$ cat config.mk
export PLATFORM = sky130hd
export DESIGN_NAME = mux_serializer_16
export DESIGN_NICKNAME = d
export VERILOG_FILES = /design/src/rtl/mux_ser_pkg.sv /design/src/rtl/mux_16x1.sv /design/src/rtl/mux_serializer_16.sv
export SDC_FILE = /design/constraint.sdc
export NUM_CORES = 1
export LEC_CHECK = 0
export ABC_CLOCK_PERIOD_IN_PS = 4300
export CAP_MARGIN = 20
export CORE_MARGIN = 2
export CORE_UTILIZATION = 51
export DETAILED_ROUTE_END_ITERATION = 16
export PLACE_DENSITY = 0.9
export SLEW_MARGIN = 0
export SYNTH_ARGS = -nofsm -noshare
export SYNTH_HDL_FRONTEND = slang
export SYNTH_SLANG_ARGS = --single-unit
$ cat constraint.sdc
create_clock -name clk -period 4.3 [get_ports clk]
set_clock_uncertainty 0.1 [all_clocks]
set_input_delay 1.29 -clock clk [delete_from_list [all_inputs] [get_ports clk]]
set_output_delay 1.29 -clock clk [all_outputs]
set_load 0.05 [all_outputs]
$ cat src/rtl/mux_ser_pkg.sv
// Shared definitions for the 16-bit parallel-to-serial converter.
//   state_t  : serializer FSM states (PAR is only reachable when the
//              SER_PARITY_EN macro is defined)
//   WORD_W   : parallel word width
//   SEL_W    : bit-select width
//   LAST_IDX : index of the final data bit in a frame
//   even_parity() : parity bit appended after bit 15 when SER_PARITY_EN is set
package mux_ser_pkg;

  localparam int WORD_W = 16;
  localparam int SEL_W  = 4;
  localparam logic [SEL_W-1:0] LAST_IDX = 4'd15;

  typedef enum logic [1:0] {
    IDLE  = 2'd0,
    SHIFT = 2'd1,
    PAR   = 2'd2
  } state_t;

  function automatic logic even_parity(input logic [WORD_W-1:0] word);
    return ^word;
  endfunction

endpackage

$ cat src/rtl/mux_16x1.sv
// 16:1 single-bit multiplexer used as the serializer's bit-select datapath.
//   data : 16-bit word to select from
//   sel  : bit index
//   y    : data[sel]
module mux_16x1
  import mux_ser_pkg::*;
(
  input  logic [WORD_W-1:0] data,
  input  logic [SEL_W-1:0]  sel,
  output logic              y
);

  assign y = data[sel];

endmodule

$ cat src/rtl/mux_serializer_16.sv
// Parallel-to-serial converter: accepts a 16-bit word over a valid/ready
// handshake and streams it out LSB first, one bit per accepted serial beat.
// Optional feature macro: SER_PARITY_EN appends an even-parity bit (^word)
// after bit 15, giving 17-bit frames.
//   clk, rst_n   : clock, asynchronous active-low reset
//   in_valid     : producer offers in_data
//   in_ready     : block can take a word this cycle
//   in_data      : parallel word, bit 0 sent first
//   ser_ready    : consumer takes the current serial bit
//   ser_valid    : ser_out carries a frame bit
//   ser_out      : current serial bit
//   sel          : current bit index (debug)
//   frame_start  : bit 0 of a frame is being presented
//   frame_done   : last bit of a frame is taken this cycle
module mux_serializer_16
  import mux_ser_pkg::*;
(
  input  logic              clk,
  input  logic              rst_n,
  input  logic              in_valid,
  output logic              in_ready,
  input  logic [WORD_W-1:0] in_data,
  input  logic              ser_ready,
  output logic              ser_valid,
  output logic              ser_out,
  output logic [SEL_W-1:0]  sel,
  output logic              frame_start,
  output logic              frame_done
);

  state_t            state;
  logic [WORD_W-1:0] hold;
  logic [SEL_W-1:0]  cnt;
  logic              mux_bit;
  logic              last_bit;
  logic              accept;

  mux_16x1 u_mux (
    .data (hold),
    .sel  (cnt),
    .y    (mux_bit)
  );

`ifdef SER_PARITY_EN
  assign last_bit = (state == PAR);
`else
  assign last_bit = (state == SHIFT) && (cnt == LAST_IDX);
`endif

  // A new word may load in the final-bit beat so frames run gapless.
  assign ser_valid   = (state != IDLE);
  assign in_ready    = (state == IDLE) || (last_bit && ser_ready);
  assign accept      = in_valid && in_ready;
  assign frame_done  = ser_valid && ser_ready && last_bit;
  assign frame_start = ser_valid && (state == SHIFT) && (cnt == '0);
  assign sel         = cnt;

  always_comb begin
    ser_out = 1'b0;
    case (state)
      SHIFT:   ser_out = mux_bit;
`ifdef SER_PARITY_EN
      PAR:     ser_out = even_parity(hold);
`endif
      default: ser_out = 1'b0;
    endcase
  end

  always_ff @(posedge clk or negedge rst_n) begin
    if (!rst_n) begin
      state <= IDLE;
      hold  <= '0;
      cnt   <= '0;
    end else if (accept) begin
      hold  <= in_data;
      cnt   <= '0;
      state <= SHIFT;
    end else begin
      case (state)
        SHIFT: begin
          if (ser_ready) begin
            if (cnt == LAST_IDX) begin
`ifdef SER_PARITY_EN
              // cnt stays at 15 while the parity bit is presented
              state <= PAR;
`else
              state <= IDLE;
              cnt   <= '0;
`endif
            end else begin
              cnt <= cnt + 1'b1;
            end
          end
        end
`ifdef SER_PARITY_EN
        PAR: begin
          if (ser_ready) begin
            state <= IDLE;
            cnt   <= '0;
          end
        end
`endif
        default: begin
          state <= IDLE;
          cnt   <= '0;
        end
      endcase
    end
  end

endmodule

After elaboration in Yosys (flattened, before gate mapping)
Cells that the tools add are included.

Add/sub/neg operators: 1. Order comparisons: 1. Equal/unequal tests: 4. Mux-type cells: 11. Reductions and logical operators: 12.

Operators by type and width (count): $mux W4 (4); $mux W2 (4); $logic_and A1 B1 Y1 (7); $lt A4 B5 Y1 const B (1); $add A4 B1 Y4 const B (1); $bmux W1 S4 (1); $eq A4 B4 Y1 const B (1); $logic_not A4 Y1 (1); $ne A3 B2 Y1 const B (1); $ne A3 B3 Y1 const B (1); $eq A2 B1 Y1 const B (1); $logic_not A2 Y1 (1); $mux W1 (2); $reduce_and A2 Y1 (1); $reduce_bool A2 Y1 (1); $logic_or A1 B1 Y1 (1).

Register bits: 22. Input bits: 20. Logic and storage cells: 32.

Logic depth before layout (Yosys ltp)
Depth in word-level cells: 7. Gate-level depth with buffers: 7. Mapped depth without buffers: 5.

Modules after synthesis
A second synthesis with hierarchy kept.

Cells, all modules: 74. Area total of the unflattened synthesis: 1099.8 sq um.

By module, submodules not included: mux_serializer_16 (times used 1, cells an instance 67, area each 964.7 sq um, seq. area each 525.5 sq um); mux_16x1 (times used 1, cells an instance 7, area each 135.1 sq um, seq. area each 0.0 sq um).

Worst setup path after synthesis
No wires, ideal clock.

Path type: reg2out. Start point: register cnt[0], in the netlist sel[0]. End point: output ser_out. Arrival: 2.290 ns. Data required time: 2.910 ns. Path slack: 0.620 ns. Stages on the path, launching flop included: 6. Cells stage by stage: dfrtp_1 clkbuf_1 inv_1 nand3_1 o21ai_0 o21ai_0.

Word-level cells in the longest chain between the ends: 3.

Ends and longest elaborated chain: from (decl) (line mux_serializer_16.sv:33) `logic [SEL_W-1:0] cnt;`; from (signal assigned) (line mux_serializer_16.sv:91) `cnt <= cnt + 1'b1;`; $bmux W1 S4 (line mux_16x1.sv:13) `assign y = data[sel];`; $mux W1 (not written as such) (line mux_16x1.sv:13); $mux W1 (line mux_serializer_16.sv:60) `case (state)`; to (decl) (line mux_serializer_16.sv:25) `output logic ser_out,`.

No other way between the ends. The select of a mux whose other input is x is not followed.

Worst setup path in the final report
Start point: input ser_ready. End point: output frame_done.

Word-level cells in the longest chain between the ends: 2.

Ends and longest elaborated chain: from (decl) (line mux_serializer_16.sv:23) `input logic ser_ready,`; $logic_and A1 B1 Y1 (2 in series) (line mux_serializer_16.sv:54) `assign frame_done = ser_valid && ser_ready && last_bit;`; to (decl) (line mux_serializer_16.sv:28) `output logic frame_done`.

No other way between the ends.

==> run_results.csv <==
group,metric,value,unit
worst_setup_path,max_stage_delay,0.57,ns
final_layout,post-route-util,70.50,%
logic_synthesis,synth_top_area_share,47.40,%
grt,grt_max_degree,22,
worst_setup_path,slowest_stage,"clkdlybuf4s50_1",
cts,cts_made_buffers,3,
worst_setup_path,end_kind,"output port",
cts,cts_root_buf,"clkbuf_4",
final_layout,nNetsFinal,129,
pwr,cellLeakagePower,0.0005963,uW
place,pre_cts_slack,0.4652,ns
logic_synthesis,synthDistinctLibCells,31,
routing,drtPass1Iterations,4,
timing,worst_slew_pin_slew,0.9215,ns
worst_setup_path,critical-path-top-delay-family,"buffers and inverters",
pwr,ir_drop,0.0004151,V
timing,post-route-min-period,3.840,ns
routing,drc,0,
timing,setup_ws,0.4599,ns
timing,drv_slew,0,
routing,antenna_left,0,
final_layout,multiInputGateArea,518.0,um^2
routing,drt-vias-per-instance,5.316,
cts,cts_hold_buf,0,
grt,grt_usage,18.15,%
place,place_hpwl,1.475,mm
grt,grt_pass1_vias,734,
run_status,outcome,"finished, final reports clean",
logic_synthesis,ys_seq_area_share,47.40,%
worst_setup_path,crit_buf_inv,2,
grt,grt_remaining_overflow,0,
grt,grt_pass1_wl,3.456,mm
timing,fin_crit_sh,89.30,%
final_layout,num_antenna_cells,0,
worst_setup_path,r2r_slack,2.20,ns
floorplanning,io_pins,29,
logic_synthesis,syn_nets,101,
logic_synthesis,syn_avg_cell_area,14.03,um^2
timing,finalHoldViolations,0,
worst_setup_path,crit_end,"frame_done",
floorplanning,start_util,55.37,%
logic_synthesis,synth_cells,79,
worst_setup_path,cp_data_arrival_time,2.45,ns
final_layout,area_growth,27.31,%
logic_synthesis,ys_warn_count,0,
floorplanning,die_x,50.62,um
cts,clkTransAtPathRegs,0.11,ns
cts,tritoncts,"built",
logic_synthesis,netlist_area,1109,um^2
final_layout,drive_above_1_share,26.42,%
cts,cts.sinks,21,
timing,slew-limit-headroom,38.37,%
final_layout,regArea,525.5,um^2
worst_setup_path,crit_cells,4,
floorplanning,die_h,50.62,um
cts,cts_buffer_depth,2,
cts,post_cts_buffers,0,
cts,clk_latency,0.29,ns
worst_setup_path,r2r-start,"sel[0]",
cts,ctsHtreeMaxLevel,1,
logic_synthesis,yosysTopAreaCell,"dfrtp_1",
timing,max_freq,260.4,MHz
routing,drtIter0Drc,10,
worst_setup_path,crit_chain,"clkdlybuf4s50_1 > and4_4 > and2_1 > buf_12",
logic_synthesis,synth_area_leaders,"dfrtp_1 (47%), mux2_4 (14%), mux2_2 (7.1%)",
timing,rsz0062_at_grt,"false",
routing,wl_per_cell,15.03,um
run,max-cap-violations,0,
final_layout,final.fill_count,154,
routing,dr_total_vias,707,
worst_setup_path,required,2.91,ns
floorplanning,core_region_area,2002,um^2
worst_setup_path,start_kind,"input port",
place,numPortBuffers,28,
final_layout,most-common-layout-cells,"clkdlybuf4s50_1 (26), dfrtp_1 (21), mux2_4 (10)",
timing,setup_viol,0,
floorplanning,fp-row-count,16,
timing,hold_slack,0.4207,ns
worst_hold_path,hp-class,"reg -> reg",
place,gp_congestion,0.8046,
worst_setup_path,rr_worst_depth,5,
grt,grt_antenna_before_repair,0,
worst_setup_path,crit_fanout,7,
final_layout,mostFrequentLayoutCell,"clkdlybuf4s50_1",
timing,fin_tns_setup,0,ns
worst_setup_path,cp-startpoint,"ser_ready",
worst_setup_path,critPathKind,"in -> out",
pwr,power_density,642.3,nW/um^2
logic_synthesis,ys_ff_latch,21,
cts,cts-resized-gates,0,
routing,routed_wl,1.999,mm
worst_setup_path,worstReg2RegEnd,"hold[9]",
floorplanning,dieArea,2562,um^2
## kinds of logic (layout without fill, tap and decap cells)
group	Yosys count	after routing	synth area share, %
buffers and inverters	7	34	5.869
flip-flops	21	21	47.40
multiplexers	22	22	27.43
adder cells (fa/ha/maj)	2	2	2.257
XOR/XNOR	2	2	1.580
AO/OA/AOI/OAI	6	6	3.838
AND/OR/NAND/NOR	19	19	11.63
## routing by layer
layer / share of wire (%) / vias up / routed length, um / GRT usage [%]
li1: - / 337 / - / -
met2: 47 / 22 / 933 / 29.39
met3: 4.5 / 6 / 90 / 2.976
met1: 46 / 342 / 921 / 24.12
met5: 0 / - / 0 / 0
met4: 2.7 / 0 / 54 / 7.658
## area by class of cell
type | instances | share of cell area, %
multi-input combinational | 51 | 36.70
tap | 27 | 2.394
clock buffer | 4 | 1.862
inverter | 2 | 0.5319
timing repair buffer | 28 | 21.28
sequential | 21 | 37.23
## through the flow
step	power, uW	instance area, um^2	instances
floorplan	701.5	1109	79
global placement	803.4	1385	129
detailed placement	820.7	1385	129
CTS	913.4	1411	133
global route	971.2	1411	133
finish	906.5	1411	133
## cell usage after synthesis, drive strengths merged
cell,number
mux2i,3
o2111ai,1
mux2,17
a21boi,1
mux4,2
ha,2
nor2,2
clkbuf,1
o21a,1
nand2b,2
nand2,2
nand3,3
o21ai,2
o311ai,1
buf,4
and4bb,1
xor2,1
inv,2
and4,1
and2,3
or2b,1
nand4,1
nand3b,1
dfrtp,21
nor2b,1
xnor2,1
and3,1
## power by group
part | switching [uW] | leakage [uW] | internal [uW]
registers | 86.9 | 0.000252 | 287
logic | 204 | 0.000329 | 236
clock network | 55.9 | 0.0000150 | 36.0
## worst reg2reg max path: stages (launching register included)
cell      delay (ns)
dfrtp_1         0.55
ha_1            0.24
and4_4          0.24
nand2b_4        0.15
and2_4          0.33
mux2_2          0.38
## sequential cells by signal, indices dropped and copies added, names as in the netlist
name   flops
sel        4
state      1
hold      16
## worst min path at each step
stage	start	to	slack, ns	cells after the start
after floorplan	hold[11]	hold[11]	0.38	1
after global placement	hold[6]	hold[6]	0.39	1
after detailed placement	hold[7]	hold[7]	0.39	1
after CTS	hold[8]	hold[8]	0.42	1
after global routing	hold[10]	hold[10]	0.44	1
final	hold[8]	hold[8]	0.42	1
Note: power is estimated with default switching activity, not from simulation.
